<file path="src/rtl/arb_pkg.sv">
// arb_pkg: shared constants, FSM state type and one-hot index helper for the arbiter/encoder path.
package arb_pkg;
  localparam int N_REQ = 8;
  localparam int PTR_W = $clog2(N_REQ);
  typedef enum logic {IDLE, GRANT} state_t;
  function automatic logic [PTR_W-1:0] onehot_to_idx(input logic [N_REQ-1:0] v);
    onehot_to_idx = '0;
    for (int i = 0; i < N_REQ; i++) onehot_to_idx |= v[i] ? PTR_W'(i) : '0;
  endfunction
endpackage

</file>
<file path="src/rtl/rr_pick_onehot.sv">
// rr_pick_onehot: round-robin pick of the first set candidate at or above ptr, wrapping.
module rr_pick_onehot #(
  parameter int N = 8,
  localparam int PTR_W = $clog2(N)
) (
  input  logic [N-1:0]     i_cand,
  input  logic [PTR_W-1:0] i_ptr,
  output logic [N-1:0]     o_winner,
  output logic             o_any
);
  logic [N-1:0] w_rot, w_low;
  // Rotate ptr down to bit 0, isolate lowest set bit, rotate back.
  always_comb begin
    w_rot = N'({i_cand, i_cand} >> i_ptr);
    w_low = w_rot & (~w_rot + N'(1));
    o_winner = N'(({w_low, w_low} << i_ptr) >> N);
    o_any = |i_cand;
  end
endmodule

</file>
<file path="src/rtl/rr_request_arbiter_8.sv">
// rr_request_arbiter_8: sticky request capture with round-robin one-hot grant and valid/ready handshake.
module rr_request_arbiter_8 #(
  parameter int N = arb_pkg::N_REQ,
  localparam int PTR_W = $clog2(N)
) (
  input  logic         clk,
  input  logic         rst,
  input  logic [N-1:0] req_in,
  input  logic         flush,
  output logic [N-1:0] grant,
  output logic         grant_valid,
  input  logic         grant_ready,
  output logic [N-1:0] pending
);
  import arb_pkg::*;
  state_t           r_state, w_state_nxt;
  logic [N-1:0]     r_grant, r_pending, w_grant_nxt, w_pending_nxt, w_acc, w_cand, w_win;
  logic [PTR_W-1:0] r_ptr, w_ptr_nxt, w_idx;
  logic             w_any;
  assign grant = r_grant;
  assign grant_valid = r_state == GRANT;
  assign pending = r_pending;
  assign w_acc = (grant_valid && grant_ready) ? r_grant : '0;
  assign w_cand = (r_pending | req_in) & ~w_acc;
  rr_pick_onehot #(.N(N)) u_pick (
    .i_cand(w_cand),
    .i_ptr(r_ptr),
    .o_winner(w_win),
    .o_any(w_any)
  );
  always_comb begin
    w_idx = '0;
    for (int i = 0; i < N; i++) if (r_grant[i]) w_idx = PTR_W'(i);
  end
  // Flush outranks accept; set outranks clear on the same pending bit.
  always_comb begin
    w_state_nxt = r_state;
    w_grant_nxt = r_grant;
    w_ptr_nxt = r_ptr;
    w_pending_nxt = (r_pending & ~w_acc) | req_in;
    if (flush) begin
      w_state_nxt = IDLE;
      w_grant_nxt = '0;
      w_pending_nxt = '0;
    end else if (r_state == IDLE) begin
      w_state_nxt = w_any ? GRANT : IDLE;
      w_grant_nxt = w_any ? w_win : '0;
    end else if (grant_ready) begin
      w_ptr_nxt = (w_idx == PTR_W'(N - 1)) ? '0 : w_idx + PTR_W'(1);
      w_state_nxt = w_any ? GRANT : IDLE;
      w_grant_nxt = w_any ? w_win : '0;
    end
  end
  always_ff @(posedge clk) begin
    if (rst) begin
      r_state <= IDLE;
      r_grant <= '0;
      r_pending <= '0;
      r_ptr <= '0;
    end else begin
      r_state <= w_state_nxt;
      r_grant <= w_grant_nxt;
      r_pending <= w_pending_nxt;
      r_ptr <= w_ptr_nxt;
    end
  end
endmodule

</file>
<file path="config.mk">
export PLATFORM = sky130hd
export DESIGN_NAME = rr_request_arbiter_8
export DESIGN_NICKNAME = d
export VERILOG_FILES = /design/src/rtl/arb_pkg.sv /design/src/rtl/rr_pick_onehot.sv /design/src/rtl/rr_request_arbiter_8.sv
export SDC_FILE = /design/constraint.sdc
export NUM_CORES = 1
export LEC_CHECK = 0
export ABC_AREA = 1
export BUFFER_PORTS_ARGS = -buffer_cell sky130_fd_sc_hd__buf_2
export CORE_AREA = 2 2 66 68
export CTS_BUF_LIST = sky130_fd_sc_hd__clkbuf_4
export DETAILED_ROUTE_END_ITERATION = 8
export DIE_AREA = 0 0 68 70
export SLEW_MARGIN = 20
export SYNTH_ARGS = -nofsm -noshare
export SYNTH_HDL_FRONTEND = slang
export SYNTH_SLANG_ARGS = --single-unit
</file>
<file path="constraint.sdc">
create_clock -name clk -period 2.3 [get_ports clk]
set_input_delay 0.46 -clock clk [delete_from_list [all_inputs] [get_ports clk]]
set_output_delay 0.46 -clock clk [all_outputs]
set_load 0.03 [all_outputs]
</file>
==> results.toml, run 1 <==
[status]
status = "finished clean"

[grt]
grt_usage_pct = 20.7
grt_max_degree = 18
antenna_found_initial = 0
grt_pass1_wl_um = 7780
grt-ovfl-total = 0
gr-usage-met3_pct = 3.86
gr-usage-met1_pct = 30.1
busiest_layer = "met2"
grtUsageMet2_pct = 31.7
grt_pass1_vias = 1638

[hold_path]
hold_path_class = "in -> reg"
min-delay-start = "req_in[0]"

[clocking]
cts_root_buffer = "clkbuf_4"
clkSinkCount = 20
clock_latency_ps = 310
clockBufferDepth = 2
htreeDepth = 1
cts_buffers = 3
post_cts_buffers = 0
path_clk_slew_ps = 130
cts_resized = 0
cts_hold_buf = 0
cts_tree = "done"

[routing]
wl_per_cell_um = 12.5
final_antenna_net_count = 0
num_vias = 1881
drt_iter0_drc = 102
drc = 0
first_pass_iters = 4
routed_wl_um = 4500
via_per_inst = 5.23

[die]
die_height_um = 70
pin_count = 29
die_width_um = 68
start_util_pct = 42.6
die_area_sq_um = 4760
coreArea_sq_um = 4140
num_rows = 24

[layout]
finalNetCount = 323
drive_gt1_share_pct = 22.1
diodes = 0
fin_util_pct = 47.3
syn_to_final_growth_pct = 11.0
fillers = 467

[critical_path]
critPathLaunch = "r_ptr[0]"
critical_path_class = "reg -> reg"
critical-path-max-stage-delay_ps = 500
cp_common_cell = "nand3_1"
cp_max_fo = 8
end_kind = "register"
crit-reg2reg-launch = "r_ptr[0]"
cp_cell_sequence = "buf_4 -> nand3_1 -> nand3_1 -> nand2_1 -> nand2_1 -> nand2_2 -> o21ai_0 -> o211ai_1 -> nand3_1 -> nand3_1 -> a21oi_1"
slowest_stage = "dfxtp_1"
crit_required_ps = 2550
cp.arrival_ps = 2310
cp-start-kind = "register"

[logic_synthesis]
syn_inst = 278
seq_area_frac_synth_pct = 22.7
syn_avg_cell_area_sq_um = 6.36
synth-edff-count = 0
synth_fp_nets = 292
synthArstFlopShare_pct = 0
synthFlopType = "dfxtp_1"
synth_seq_cells = 20
yosysWarnings = 0
yosys.cell_types.count = 30
syn-cell-area_sq_um = 1770

[sta]
fmax_mhz = 486
relSlewSlack_pct = 61.4
worst_pin_slew_ps = 579
hold_violations = 0
setup_viol = 0
fin_tns_setup_ps = 0
rsz0062_at_grt = "false"
post-route-min-period_ps = 2060
maxSlewViolCount = 0
fin_skew_ps = 3.03
fin_crit_sh_pct = 89.5

[run]
cap_violations = 0

[power]
p_leak_nw = 0.967
p_per_area_nw_per_um2 = 488
ir_drop_mv = 0.276

[placement]
detailed_place_hpwl_um = 3560
place_congestion = 0.905
portBuffers = 28
[sequential cells by signal (all words and copies together), names as in the netlist]
| signal | count |
|---|---|
| pending | 8 |
| grant | 8 |
| r_ptr | 3 |
| grant_valid | 1 |
[per-stage QoR]
| stage | hold slack, ps | cells | power [mW] | cell area [sq um] | setup WS (ps) |
|---|---|---|---|---|---|
| 3_3_place_gp | 465 | 356 | 0.664 | 1900 | 39.1 |
| 3_5_place_dp | 471 | 356 | 0.662 | 1900 | 24.3 |
| 6_report | 393 | 360 | 0.956 | 1960 | 241 |
| 2_1_floorplan | 597 | 278 | 0.603 | 1770 | 331 |
| 4_1_cts | 382 | 360 | 0.966 | 1960 | 237 |
| 5_1_grt | 381 | 360 | 1.02 | 1960 | 17.5 |
[layout by cell type, fill, tap and decap left out]
cell type / n
a21oi_1: 21
a21oi_2: 1
a221oi_1: 2
a22o_1: 1
a22o_2: 1
buf_2: 28
buf_4: 9
buf_6: 1
bufinv_16: 1
clkbuf_4: 3
clkinv_1: 1
dfxtp_1: 20
ha_1: 2
inv_1: 30
inv_2: 1
inv_6: 1
nand2_1: 77
nand2_2: 5
nand2_4: 1
nand3_1: 65
nand3_2: 12
nand4_1: 1
nor2_1: 7
nor2_2: 3
nor2_4: 1
o211a_1: 1
o211ai_1: 3
o21ai_0: 7
o21ai_1: 1
o21bai_1: 1
[power breakdown]
group / internal (mW) / total (mW) / switching (mW)
combinational: 0.0945 / 0.280 / 0.186
clock: 0.176 / 0.299 / 0.123
sequential: 0.361 / 0.377 / 0.0157
total: 0.632 / 0.956 / 0.324
[worst paths after layout]
path | endpoint | slack [ps] | cells after the start
setup / recovery | grant[4] | 240 | 11
hold / removal | pending[0] | 390 | 3
setup reg to reg | grant[4] | 240 | 11
hold reg to reg | pending[0] | 480 | 2
[synthesized netlist by cell type (2+ instances only)]
library cell,number,area share (%)
nand3_2,12,6.8
clkbuf_8,6,4.7
a221oi_1,2,0.99
nand2_2,5,1.8
o211ai_1,3,1.3
nand3_1,65,18
nand2_1,77,16
dfxtp_1,20,23
buf_6,3,1.9
nor2_2,3,1.1
a21oi_1,21,5.9
inv_1,30,6.4
o21ai_0,7,2.0
ha_1,2,1.4
nor2_1,7,1.5
[area by class of cell]
cell class / instances / area, sq um / share of cell area, %
sequential: 20 / 400 / 20.4
inverter: 33 / 129 / 6.57
clock buffer: 3 / 22.5 / 1.15
clock inverter: 1 / 30.0 / 1.53
tap: 52 / 65.1 / 3.32
timing repair buffer: 38 / 219 / 11.2
multi-input combinational: 213 / 1090 / 55.8
[layer usage]
| metal | part of all wire, % | vias up |
|---|---|---|
| li1 | - | 987 |
| met1 | 49 | 840 |
| met2 | 46 | 48 |
| met3 | 3.6 | 6 |
| met4 | 1.5 | 0 |
| met5 | 0 | - |
[worst max-delay path: cells and delay by family (launching register included)]
kind	cells	cell delay, ps
compound gates	3	540
buf+inv	1	220
flops	1	500
simple gates	7	720
[cell families (layout without fill, tap and decap cells)]
kind of cell	count (synthesis)	after routing	synth area share, %
flip-flops	20	20	22.7
adder cells (fa/ha/maj)	2	2	1.42
buffers and inverters	45	75	15.4
AND/OR/NAND/NOR	172	172	47.5
AO/OA/AOI/OAI	39	39	13.0
Note: power is estimated with default switching activity, not from simulation.
==> run 2, diff against run 1 <==
- ABC_AREA: 1 -> default
- CORE_AREA: 2 2 66 68 -> 2 2 69 71
- DIE_AREA: 0 0 68 70 -> 0 0 71 73
- MAX_ROUTING_LAYER: default -> met4
==> run 2 against run 1 <==
Against the previous run: the run now ends with negative setup slack left; die area grew 8.9%; first-iteration DRC count increased by 95%; sequential share of layout area fell by 6.7 points; fmax is 15% lower; final cell count grew 13%; critical path depth shrank 2; area after synthesis increased by 7.9%; non-clock buffer count grew 67; clock skew barely moved; highest routed layer unchanged; count of clock-buffer cells in the layout stayed put.
==> results.toml, run 2 <==
[logic_synthesis]
synth_compound_area_share_pct = 35.9
synth_top_area_cell = "dfxtp_1"
syn_inst = 256
synth_commonest_cells = "nor2_1, nand2_1, dfxtp_1, a21oi_1, o21ai_0"
synth_xor_area_share_pct = 0
synthArstFlopShare_pct = 0
muxShareOfSynthArea_pct = 4.27
synth_fp_nets = 270
seq_area_frac_synth_pct = 21.0
synthFlopType = "dfxtp_1"
netlist.area_leader.share_pct = 21.0
yosys.cell_types.count = 61
synth_top_family_by_area = "compound AO/OA/AOI/OAI gates"
yosys-top-cells-area = "dfxtp_1, nor2_1, o32ai_2, nand2_1, a21oi_1"
synth_most_common_cell = "nor2_1"
synth_seq_cells = 20
synthAdderAreaFrac_pct = 1.31
synthSimpleGateAreaFrac_pct = 32.9
yosysWarnings = 0
syn_avg_cell_area_sq_um = 7.44
synth-edff-count = 0
syn-cell-area_sq_um = 1910

[sta]
rsz0062_at_grt = "true"
fin_ws_ps = -134
post-route-min-period_ps = 2430
relSlewSlack_pct = 66.5
maxSlewViolCount = 0
fin_crit_sh_pct = 106
worst_pin_slew_ps = 501
fin_skew_ps = 2.74
hold_violations = 0
setup_viol = 7
fmax_mhz = 411

[placement]
portBuffers = 28
dp_cells = 401
detailed_place_hpwl_um = 5560
place_congestion = 0.966

[clocking]
clkSinkCount = 20
path_clk_slew_ps = 120
clock_latency_ps = 300
htreeDepth = 1
cts_tree = "done"
cts_buffers = 3
clockBufferDepth = 2
cts_hold_buf = 0
cts_root_buffer = "clkbuf_4"

[critical_path]
cp-start-kind = "register"
reg2reg_to = "grant[3]"
critPathLaunch = "grant_valid"
crit-reg2reg-launch = "grant_valid"
cp.arrival_ps = 2650
critical-path-max-stage-delay_ps = 450
worst_r2r_path_depth = 9
cp_cell_sequence = "buf_6 -> and3_4 -> o32ai_4 -> nor2_1 -> or3_1 -> o31ai_4 -> a21o_1 -> nand2_1 -> o221ai_1"
endpoint = "grant[3]"
slowest_stage = "or3_1"
end_kind = "register"
critical_path_class = "reg -> reg"
crit_required_ps = 2520
rrSetupSlack_ps = -130
cp_max_fo = 6

[grt]
grt_usage_pct = 27.5
grt_max_degree = 15
grt_pass1_vias = 2259
grt_pass1_wl_um = 10900
antenna_found_initial = 0
grt-ovfl-total = 0

[status]
status = "finished with violations"
violations = "negative setup slack"

[routing]
wl_per_cell_um = 17.1
num_vias = 2415
wl_met1_um = 3180
routed_wl_um = 6980
drc = 0
via_per_inst = 5.92
final_antenna_net_count = 0
first_pass_iters = 4
drt_iter0_drc = 199
top_layer = "met4"
wl_met2_um = 3390
wl_met3_um = 287

[die]
num_rows = 25
die_width_um = 71
coreArea_sq_um = 4540
die_area_sq_um = 5180
start_util_pct = 42.0
die_height_um = 73
pin_count = 29

[power]
ir_drop_mv = 0.309
p_leak_nw = 1.26
p_per_area_nw_per_um2 = 302

[layout]
drive_gt1_share_pct = 52.3
finalNetCount = 369
diodes = 0
syn_to_final_growth_pct = 61.5
layout_commonest_cell = "buf_4"
fin_cells = 408
mostFrequentLayoutCells = "buf_4, nor2_1, buf_2"
fin_util_pct = 67.8

[run]
cap_violations = 0

[hold_path]
hold_path_class = "in -> reg"
run 2: area by class of cell:
class | instances | area (sq um)
multi-input cells | 217 | 1770
fillers | 390 | 1460
repair buffers | 105 | 754
flip-flops and latches | 20 | 423
well taps | 54 | 67.6
inverters | 8 | 33.8
clock buffers | 3 | 22.5
clock inverters | 1 | 3.75
run 2: critical path, delay by kind of cell, from the launching register on:
family          cells  cell delay, ps
compound gates      4             950
buf+inv             1             130
simple gates        4             860
flops               1             390
run 2: how the worst min path moves through the flow:
stage                from          to  slack (ps)  cells past startpoint
3_3_place_gp   pending[4]  pending[4]         510                      2
2_1_floorplan         rst    r_ptr[1]         520                      1
3_5_place_dp   pending[4]  pending[4]         510                      2
4_1_cts               rst    r_ptr[1]         330                      2
5_1_grt               rst    r_ptr[1]         340                      2
6_report              rst    r_ptr[1]         330                      2
run 2: where the power goes:
| group | total, mW | switching [mW] | internal, mW | leakage (nW) |
|---|---|---|---|---|
| Clock | 0.178 | 0.114 | 0.0633 | 0.0154 |
| Combinational | 0.381 | 0.207 | 0.174 | 1.08 |
| Sequential | 0.370 | 0.0141 | 0.356 | 0.170 |
| Total | 0.929 | 0.335 | 0.593 | 1.26 |
run 2: metal layers:
layer	GRT usage (%)	vias to the layer above
met4	8.81	0
met2	43.7	71
met5	-	-
met3	1.80	8
li1	-	1183
met1	37.6	1153
run 2: kinds of logic (layout without fill, tap and decap cells):
kind of cell               after synthesis  after routing
buffers and inverters                   19            117
muxes                                    4              4
DFF                                     20             20
and+or+nand+nor                        122            122
adders and majority gates                2              2
AOI/OAI and AO/OA                       89             89
run 2: metrics by stage:
| step | total power, mW | hold WS (ps) | setup WS (ps) | TNS, ps | cell area (sq um) |
|---|---|---|---|---|---|
| 3_3_place_gp | 0.699 | 508 | -372 | -2420 | 2760 |
| 2_1_floorplan | 0.567 | 522 | 1.75 | 0 | 2030 |
| 5_1_grt | 0.975 | 335 | -257 | -1500 | 3080 |
| 3_5_place_dp | 0.701 | 514 | -406 | -2740 | 2760 |
| 6_report | 0.929 | 332 | -134 | -691 | 3080 |
| 4_1_cts | 0.892 | 331 | -114 | -628 | 2890 |
run 2: repair_timing:
action	CTS	global route
endpoints found under the setup margin	8	8
hold endpoints to repair	0	0
pin swaps	4	14
resized for setup	18	34
buffers inserted	1	3
==> run 3, diff against run 2 <==
- BUFFER_PORTS_ARGS: -buffer_cell sky130_fd_sc_hd__buf_2 -> -buffer_cell sky130_fd_sc_hd__clkbuf_2
- CTS_CLUSTER_DIAMETER: default -> 200
==> run 3 against run 2 <==
Against the previous run: the flow still finishes with violations (negative setup slack); non-clock buffer count increased by 3; clock power increased by 70%; sequential cell count unchanged; wire length up 4.2%; critical path type unchanged; largest power group is now registers.
==> results.toml, run 3 (same netlist as run 2, synthesis figures left out) <==
[sta]
relSlewSlack_pct = 63.8
maxSlewViolCount = 0
post-route-min-period_ps = 2450
fin_skew_ps = 4.89
hold_violations = 0
worst_pin_slew_ps = 541
fin_crit_sh_pct = 107
fmax_mhz = 408
setup_viol = 8
fin_tns_setup_ps = -987
fin_ws_ps = -150
rsz0062_at_grt = "true"

[critical_path]
endpoint = "grant[5]"
critical-path-top-delay-family = "compound AO/OA/AOI/OAI gates"
crit_cells = 8
cp_common_cell = "o21ai_2"
cp-start-kind = "register"
worst_r2r_path_depth = 8
critical-path-max-stage-delay_ps = 540
rrSetupSlack_ps = -150
cp.arrival_ps = 2710
cp_max_fo = 12
crit-reg2reg-launch = "r_ptr[1]"
critPathLaunch = "r_ptr[1]"
end_kind = "register"
crit_required_ps = 2560
cp_cell_sequence = "o21bai_1 -> o32ai_4 -> mux4_2 -> or4_4 -> o21ai_2 -> nand2_2 -> o21ai_2 -> a221o_1"
reg2reg_to = "grant[5]"
slowest_stage = "mux4_2"
critical_path_buf_inv_count = 0
critical_path_class = "reg -> reg"

[layout]
syn_to_final_growth_pct = 55.4
drive_gt1_share_pct = 47.9
fin_cells = 411
layout_commonest_cell = "buf_4"
fillers = 378
diodes = 0
mostFrequentLayoutCells = "buf_4, nor2_1, clkbuf_2"
finalNetCount = 372

[die]
start_util_pct = 42.0
pin_count = 29
num_rows = 25
die_area_sq_um = 5180
coreArea_sq_um = 4540
die_width_um = 71
die_height_um = 73

[routing]
drc = 0
wl_per_cell_um = 17.7
num_vias = 2464
final_antenna_net_count = 0
first_pass_iters = 4
routed_wl_um = 7270
drt_iter0_drc = 282
via_per_inst = 6.00

[clocking]
htreeDepth = 1
cts_tree = "done"
clkSinkCount = 20
path_clk_slew_ps = 130
cts_buffers = 3
clockBufferDepth = 2
cts_root_buffer = "clkbuf_4"
clock_latency_ps = 310

[grt]
grt_pass1_vias = 2258
grt_max_degree = 14
grt_pass1_wl_um = 11300
grt_usage_pct = 28.9
antenna_found_initial = 0
grt-ovfl-total = 0

[status]
violations = "negative setup slack"
status = "finished with violations"

[placement]
place_congestion = 0.972
detailed_place_hpwl_um = 5780
portBuffers = 28
detailedPlace.worstSlack_ps = -442
dp_cells = 404

[power]
ir_drop_mv = 0.351
p_leak_nw = 1.26
p_per_area_nw_per_um2 = 350
power_mw = 1.04

[hold_path]
hold_path_class = "in -> reg"

[run]
cap_violations = 0
run 3: cell types whose count changed in the layout (fill, tap and decap cells not counted), sizes merged:
cell,change
clkbuf,+28
buf,-25
bufinv,+1
clkinv,-1
run 3: power by group:
part           total (mW)  switching, mW  internal [mW]
Sequential          0.370         0.0138          0.356
Clock               0.302          0.126          0.176
Combinational       0.365          0.198          0.166
run 3: worst register-to-register path: stages (launching register included):
cell	delay, ps
dfxtp_4	470
o21bai_1	230
o32ai_4	170
mux4_2	540
or4_4	540
o21ai_2	90
nand2_2	70
o21ai_2	150
a221o_1	160
run 3: worst min path at each step:
stage | slack, ps | end | cells after the start | from
finish | 330 | r_ptr[1] | 2 | rst
global route | 320 | r_ptr[1] | 2 | rst
CTS | 320 | r_ptr[1] | 2 | rst
detailed placement | 540 | pending[4] | 2 | pending[4]
global placement | 510 | pending[7] | 2 | pending[7]
floorplan | 520 | r_ptr[1] | 1 | rst
run 3: cell type report:
| type | count | area [sq um] | share of cell area, % |
|---|---|---|---|
| Tap cell | 54 | 67.6 | 2.28 |
| Multi-Input combinational cell | 217 | 1630 | 55.0 |
| Sequential cell | 20 | 423 | 14.3 |
| Timing Repair Buffer | 108 | 757 | 25.6 |
| Clock inverter | 1 | 30.0 | 1.01 |
| Clock buffer | 3 | 22.5 | 0.760 |
| Inverter | 8 | 33.8 | 1.14 |
run 3: routing by layer:
metal  track usage (%)  wire, um  share of wire, %  vias up
met4              10.3       223               3.1        0
met3              2.76       509               7.0       18
met1              39.5      3200                44     1151
met5                 -         0                 0        -
met2              44.5      3340                46      106
li1                  -         -                 -     1189
run 3: stage by stage:
stage          instance area [sq um]  util, %  hold slack, ps
2_1_floorplan                   2030        -             522
3_3_place_gp                    2770     61.0             514
3_5_place_dp                    2770     61.0             535
4_1_cts                         2860     63.0             321
5_1_grt                         2960     65.3             324
6_report                        2960     65.3             328
run 3: repair_timing:
action                                  4_1_cts  5_1_grt
cloned                                        0        0
setup buffers                                 0        3
endpoints found under the setup margin        8        8
hold buffers                                  0        0
pin swaps                                     0        5
gates resized for setup                       6       17
